==> src/rtl/imem_loader.sv <==
// Instruction-memory loader: encodes RV32I fields (lw/sw/R/beq/I-ALU/jal) per
// handshake and writes them sequentially through a one-stage registered port.
module imem_loader #(
  parameter logic [31:0] BASE_ADDR = 32'h0000_0000,
  parameter int          DEPTH     = 64,
  parameter int          CW        = $clog2(DEPTH+1)
) (
  input  logic          clk,
  input  logic          reset,
  input  logic          start,
  input  logic          in_valid,
  output logic          in_ready,
  input  logic [2:0]    kind,
  input  logic [4:0]    rd,
  input  logic [4:0]    rs1,
  input  logic [4:0]    rs2,
  input  logic [2:0]    funct3,
  input  logic          funct7b5,
  input  logic [20:0]   imm,
  input  logic          last,
  output logic          we,
  output logic [31:0]   waddr,
  output logic [31:0]   wdata,
  output logic [CW-1:0] count,
  output logic          done,
  output logic          err
);

  typedef enum logic [1:0] {IDLE, LOAD, DRAIN, DONE} state_t;

  state_t      state, state_nxt;
  logic        accept, bad, restart;
  logic [31:0] enc;
  logic [CW:0] words;

  // Words already committed plus the one sitting in the write register.
  assign words    = {1'b0, count} + (CW+1)'(we);
  assign in_ready = (state == LOAD) && (words < (CW+1)'(DEPTH));
  assign accept   = in_valid && in_ready;
  assign bad      = (kind > 3'd5) || (((kind == 3'd3) || (kind == 3'd5)) && imm[0]);
  assign restart  = start && ((state == IDLE) || (state == DONE));
  assign waddr    = BASE_ADDR + (32'(count) << 2);
  assign done     = (state == DONE);

  always_comb begin
    enc = '0;
    case (kind)
      3'd0: enc = {imm[11:0], rs1, 3'b010, rd, 7'b0000011};
      3'd1: enc = {imm[11:5], rs2, rs1, 3'b010, imm[4:0], 7'b0100011};
      3'd2: enc = {1'b0, funct7b5, 5'b0, rs2, rs1, funct3, rd, 7'b0110011};
      3'd3: enc = {imm[12], imm[10:5], rs2, rs1, 3'b000, imm[4:1], imm[11], 7'b1100011};
      3'd4: begin
        enc = {imm[11:0], rs1, funct3, rd, 7'b0010011};
        if (funct3 == 3'b101 && funct7b5) enc[31:25] = 7'b0100000;  // srai
      end
      3'd5: enc = {imm[20], imm[10:1], imm[11], imm[19:12], rd, 7'b1101111};
      default: enc = '0;
    endcase
  end

  always_comb begin
    state_nxt = state;
    case (state)
      IDLE, DONE: if (start) state_nxt = LOAD;
      LOAD:       if (accept && last) state_nxt = DRAIN;
      DRAIN:      state_nxt = DONE;
      default:    state_nxt = IDLE;
    endcase
  end

  always_ff @(posedge clk or negedge reset) begin
    if (!reset) begin
      state <= IDLE;
      we    <= 1'b0;
      wdata <= '0;
      count <= '0;
      err   <= 1'b0;
    end else begin
      state <= state_nxt;
      we    <= accept && !bad;
      if (accept && !bad) wdata <= enc;
      if (restart) begin
        count <= '0;
        err   <= 1'b0;
      end else begin
        if (we && count != CW'(DEPTH)) count <= count + CW'(1);
        if (accept && bad) err <= 1'b1;
      end
    end
  end

endmodule

==> config.mk <==
export PLATFORM = sky130hd
export DESIGN_NAME = imem_loader
export DESIGN_NICKNAME = d
export VERILOG_FILES = /design/src/rtl/imem_loader.sv
export SDC_FILE = /design/constraint.sdc
export NUM_CORES = 1
export LEC_CHECK = 0
export ABC_AREA = 0
export CAP_MARGIN = 20
export CORE_ASPECT_RATIO = 0.75
export CORE_MARGIN = 8
export CORE_UTILIZATION = 40
export CTS_CLUSTER_SIZE = 30
export DETAILED_ROUTE_END_ITERATION = 8
export GPL_TIMING_DRIVEN = 0
export HOLD_SLACK_MARGIN = 0.06
export PLACE_DENSITY = 0.8
export SYNTH_ARGS = -nofsm -noshare
export SYNTH_HDL_FRONTEND = slang
export SYNTH_SLANG_ARGS = --single-unit
==> constraint.sdc <==
create_clock -name clk -period 2.3 [get_ports clk]
set_input_delay 0.575 -clock clk [delete_from_list [all_inputs] [get_ports clk]]
set_output_delay 0.575 -clock clk [all_outputs]
set_load 0.01 [all_outputs]
**Word level (Yosys, flattened, before mapping)**

Index checks and enable logic that the tools add are counted.

- Output and inout bits: 75
- Bits of input ports: 48
- Register bits: 43
- Memory bits (read-only): 0
- Word-level logic and storage cells: 49
- Memories kept: 0
- Latch bits: 0
- RAM bits: 0

- Magnitude comparators: 2
- Equal/unequal tests: 12
- Shift operators: 0
- Reduce and logical (&&, ||, !) cells: 19
- Mux-type cells: 9
- Div/mod/pow operators: 0
- Bitwise logic cells: 0
- Add/sub/neg operators: 2
- Multiply operators: 0

Operator list:

| operator | count |
|---|---|
| case mux 32 bit (6 select lines) | 1 |
| two-way mux 7 bit | 3 |
| equality test 3 bit (second input constant) | 3 |
| logical AND 1 bit | 9 |
| adder 7 x 1 -> 8 bit | 1 |
| < comparator 8 x 7 -> 1 bit (second input constant) | 1 |
| adder 7 x 1 -> 7 bit (second input constant) | 1 |
| != test 7 bit (second input constant) | 1 |
| equality test 3 x 2 -> 1 bit (second input constant) | 2 |
| case mux 2 bit (3 select lines) | 1 |
| equality test 2 bit (second input constant) | 2 |
| two-way mux 2 bit | 2 |
| nonzero test 2 bit | 2 |
| equality test 3 x 1 -> 1 bit (second input constant) | 1 |
| greater-than comparator 3 bit (second input constant) | 1 |
| zero test 3 bit | 1 |
| logical OR 1 bit | 3 |
| equality test 2 x 1 -> 1 bit (second input constant) | 1 |
| zero test 2 bit | 1 |
| two-way mux 1 bit | 2 |
| != test 2 x 1 -> 1 bit (second input constant) | 1 |
| != test 2 bit (second input constant) | 1 |
| AND reduction 2 bit | 1 |
| OR reduction 2 bit | 1 |
| zero test 1 bit | 1 |

**Longest topological paths before layout**

Gate-level depths: netlist of the first run.

- Depth in word-level cells: 7
- Mapped depth: 7
- Mapped depth without buffers: 6

**Worst setup path before layout of the first run**

No wires, ideal clock.

- Path type: input-to-reg
- From: input kind[2]
- To: register wdata[10]
- Required time: 2.175 ns
- Arrival time: 1.727 ns
- Stages: 6
- Buffers on the path: 2
- Setup time: 0.125 ns
- Slack: 0.448 ns
- Cells stage by stage: buf_2 -> a31oi_1 -> o21ai_2 -> nor2_4 -> buf_6 -> mux2_4

- Cells in the longest elaborated chain, start to end: 6
- Elaborated cells between the ends (all ways): 13
- Those cells by class: 1 x order compare; 5 x eq/ne; 1 x mux; 6 x reduce/logical

Ends and longest elaborated chain:

| item | line | text |
|---|---|---|
| start: declaration | 13 | `input logic [2:0] kind,` |
| parallel branches: the longest is 6 deep, another holds greater-than comparator 3 bit | -- |  |
| end signal: assignment | 81 | `if (accept && !bad) wdata <= enc;` |
| end: declaration | 23 | `output logic [31:0] wdata,` |

Parallel ways; which one is timed is not known.
A chain may end at the register's enable or synchronous reset.

**Final worst setup path of the first run**

- From: input kind[0]
- To: register wdata[12]

The elaborated chain is that of the path after synthesis.

==> flow_summary.ini, run 1 <==
[placement]
port-buffer-count = 95
place_inst = 435
detailedPlacementHpwl_um = 5670
gp_congestion = 0.830

[logic_synthesis]
synth-seq-cells = 41
synth-main-ff-cell = dfrtp_1
synth-seq-area-share_pct = 41.3
syn-instance-count = 234
mapped_area_um2 = 2480
yosys.area.top_type = dfrtp_1
syn-mean-instance-area_um2 = 10.6
synth.cells.most_frequent = 41 x dfrtp_1, 34 x buf_4, 17 x mux2_4, 15 x a22o_1, 14 x o21ai_0
synth_warnings = 0
post-synth-top-count-cell = dfrtp_1
postSynth.asyncResetShare_pct = 100
netlist.area_leader.share_pct = 41.3
ys_top_cells_by_area = dfrtp_1 41%, buf_4 10%, mux2_4 10%, a22o_1 5.3%, o21ai_0 2.8%
post_synth_num_cell_types = 48
synth_enable_flop_cells = 0

[layout]
final_layout_size_suffix_gt1_share_pct = 23.7
final-instance-count-excl-fill = 444
nets = 415
finish.utilization_pct = 61.1
area_delta_synth_final_pct = 51.7
diodes_inserted = 0

[global_route]
global_route_total_usage_across_every_layer_pct = 15.1
grt_pass1_wl_um = 11000
grt_pass1_vias = 2147
number_of_antenna_violations_at_the_first_check_in_global_routing = 0
grt_start_max_net_pins = 22
globalRouteOverflowTotal = 0

[setup_path]
timing.critical_path.required_ns = 2.47
rr_startpoint = state[1]$_DFFE_PN0P_
start_kind = primary input
rr_endpoint = wdata[12]$_DFFE_PN0P_
type_of_the_setup_path_with_the_least_slack = in -> reg
cp_data_arrival_time_ns = 2.30
worstSetupEndpoint = wdata[12]$_DFFE_PN0P_
worst_path_max_delay_cell = clkdlybuf4s50_1
r2r.worst_path.cells = 8
worst-path-max-fanout = 10
cells_traversed_along_the_worst_timing_path = clkdlybuf4s50_1, a21oi_1, o21ai_2, nor2_4, buf_6, mux2_4
critPathLaunch = kind[0]
critical_path.endpoint_type = register
worst_path_largest_cell_delay_ns = 0.54
reg2reg_slack_ns = 0.37

[floorplan]
ioPinCount = 123
dieWidth_um = 107
die_extent_in_y_um = 84.2
initial_utilization_pct = 40.3
fp.dieArea_um2 = 9010
core_area_um2 = 6160
rows = 25

[routing]
drtPass1Iterations = 4
dr.first_iter.drc_count = 88
wl_per_cell_um = 15.8
ant_nets = 0
num_vias = 2112
drt_wl_total_um = 7020
route.detailed.drc = 0
via_per_inst = 4.76

[timing]
worst_pin_slew_ns = 0.733
slew_headroom_pct = 50.6
fmax_ghz = 0.470
rsz0062_at_grt = false
finalHoldViolations = 0
timing.final.setup_violations = 0
min_period_over_period_pct = 92.5
finalClockSkew_ns = 0.0105
final_period_minus_worst_setup_slack_ns = 2.13
fin_setup_tns_ns = 0
pins_over_slew_limit = 0

[cts]
h-tree-depth = 2
clk_pin_slew_worst_paths_ns = 0.07
clock_tree.root_cell = clkbuf_8
tritoncts_num_sinks = 41
cts_inserted_buffers = 5
cts-root-to-sink-buffers = 2
tritoncts = yes
insertion_delay_ns = 0.29

[worst_hold_path]
class_of_the_most_critical_hold_timing_path = in -> async

[power]
cellLeakagePower_nw = 1.71
p_per_area_nw_per_um2 = 926
max-vdd-ir-drop_mv = 0.342

[outcome]
run_status = completed

[run]
cap_violations = 0
==> through the flow <==
step                      instance area (µm²)  hold slack [ns]  setup slack (ns)  total power, mW
final                                    3770            0.257             0.173             3.49
after detailed placement                 3650            0.498            -0.138             3.00
after CTS                                3760            0.265           0.00960             3.53
after floorplan                          2570            0.279             0.448             2.09
after global placement                   3620            0.480            -0.406             2.94
after global routing                     3770            0.289           0.00999             3.72
==> flip-flops by register name, indices dropped and copies added, names as in the netlist <==
register / flops
err: 1
state: 2
wdata: 30
count: 7
we: 1
==> critical path: cells and delay by family <==
kind | cells | cell delay [ns]
AOI/OAI and AO/OA | 2 | 0.44
buffers and inverters | 2 | 0.77
muxes | 1 | 0.31
and+or+nand+nor | 1 | 0.21
==> how the worst min path moves through the flow <==
stage	end	slack [ns]	cells past startpoint
finish	wdata[17]$_DFFE_PN0P_	0.26	1
global placement	wdata[1]$_DFFE_PN0P_	0.48	1
floorplan	count[0]$_DFFE_PN0P_	0.28	0
global route	wdata[17]$_DFFE_PN0P_	0.29	1
CTS	wdata[1]$_DFFE_PN0P_	0.26	1
detailed placement	wdata[1]$_DFFE_PN0P_	0.50	1
==> report_power, final <==
part	leakage (nW)	total [mW]	switching (mW)	internal, mW
clock network	0.0443	0.479	0.241	0.238
logic	1.16	1.83	0.726	1.10
registers	0.513	1.18	0.184	0.997
==> cell type report <==
class / count / area [µm²]
repair buffers: 98 / 983
multi-input cells: 162 / 1210
clock buffers: 7 / 86.3
fillers: 524 / 2400
flip-flops and latches: 41 / 1030
inverters: 9 / 33.8
plain buffers: 46 / 324
well taps: 81 / 101
==> placed cells by master, fill, tap and decap left out, drive strengths merged, types with 2 or more instances in the layout <==
cell type,synthesis,routed
a21oi,11,11
a22o,15,15
a2bb2oi,2,2
a31oi,2,2
and3,3,3
buf,42,45
clkbuf,4,13
clkdlybuf4s50,0,93
conb,1,25
dfrtp,41,41
ha,4,4
inv,9,9
mux2,21,21
mux2i,2,2
nand2,11,11
nand3,2,2
nand4,2,2
nor2,11,11
nor2b,4,4
nor4,2,2
o21ai,16,16
o31ai,7,7
or3,2,2
xnor2,2,2
xor2,2,2
==> kinds of logic (layout without fill, tap and decap cells) <==
logic type | count (synthesis) | count (layout) | synth area share (%)
xor+xnor | 4 | 4 | 1.41
mux | 23 | 23 | 12.9
fa+ha+maj | 4 | 4 | 2.02
compound gates | 62 | 62 | 17.7
other cells | 1 | 25 | 0.151
simple gates | 44 | 44 | 10.1
flops | 41 | 41 | 41.3
buf+inv | 55 | 160 | 14.3
==> routing by layer <==
| layer | vias up | GRT usage, % | part of all wire, % |
|---|---|---|---|
| met5 | - | 0 | 0 |
| li1 | 1040 | - | - |
| met4 | 0 | 3.44 | 0.71 |
| met1 | 991 | 18.4 | 44 |
| met3 | 7 | 5.74 | 7.9 |
| met2 | 74 | 24.6 | 48 |
==> repair_timing <==
action / 4_1_cts / 5_1_grt
hold buffers: 0 / 0
pin swaps: 1 / 0
setup endpoints to repair: 1 / 1
endpoints found under the hold margin: 0 / 0
buffers inserted: 2 / 0
cloned: 0 / 0
resized for setup: 7 / 5
Note: power is estimated with default switching activity, not from simulation.
==> run 2: changes to the inputs <==
--- a/config.mk
+++ b/config.mk
@@ -18,3 +18,4 @@
 export SYNTH_ARGS = -nofsm -noshare
 export SYNTH_HDL_FRONTEND = slang
 export SYNTH_SLANG_ARGS = --single-unit
+export TNS_END_PERCENT = 1
==> results of run 2 <==
Same layout as run 1: the final DEF is identical, and so are final timing and power.
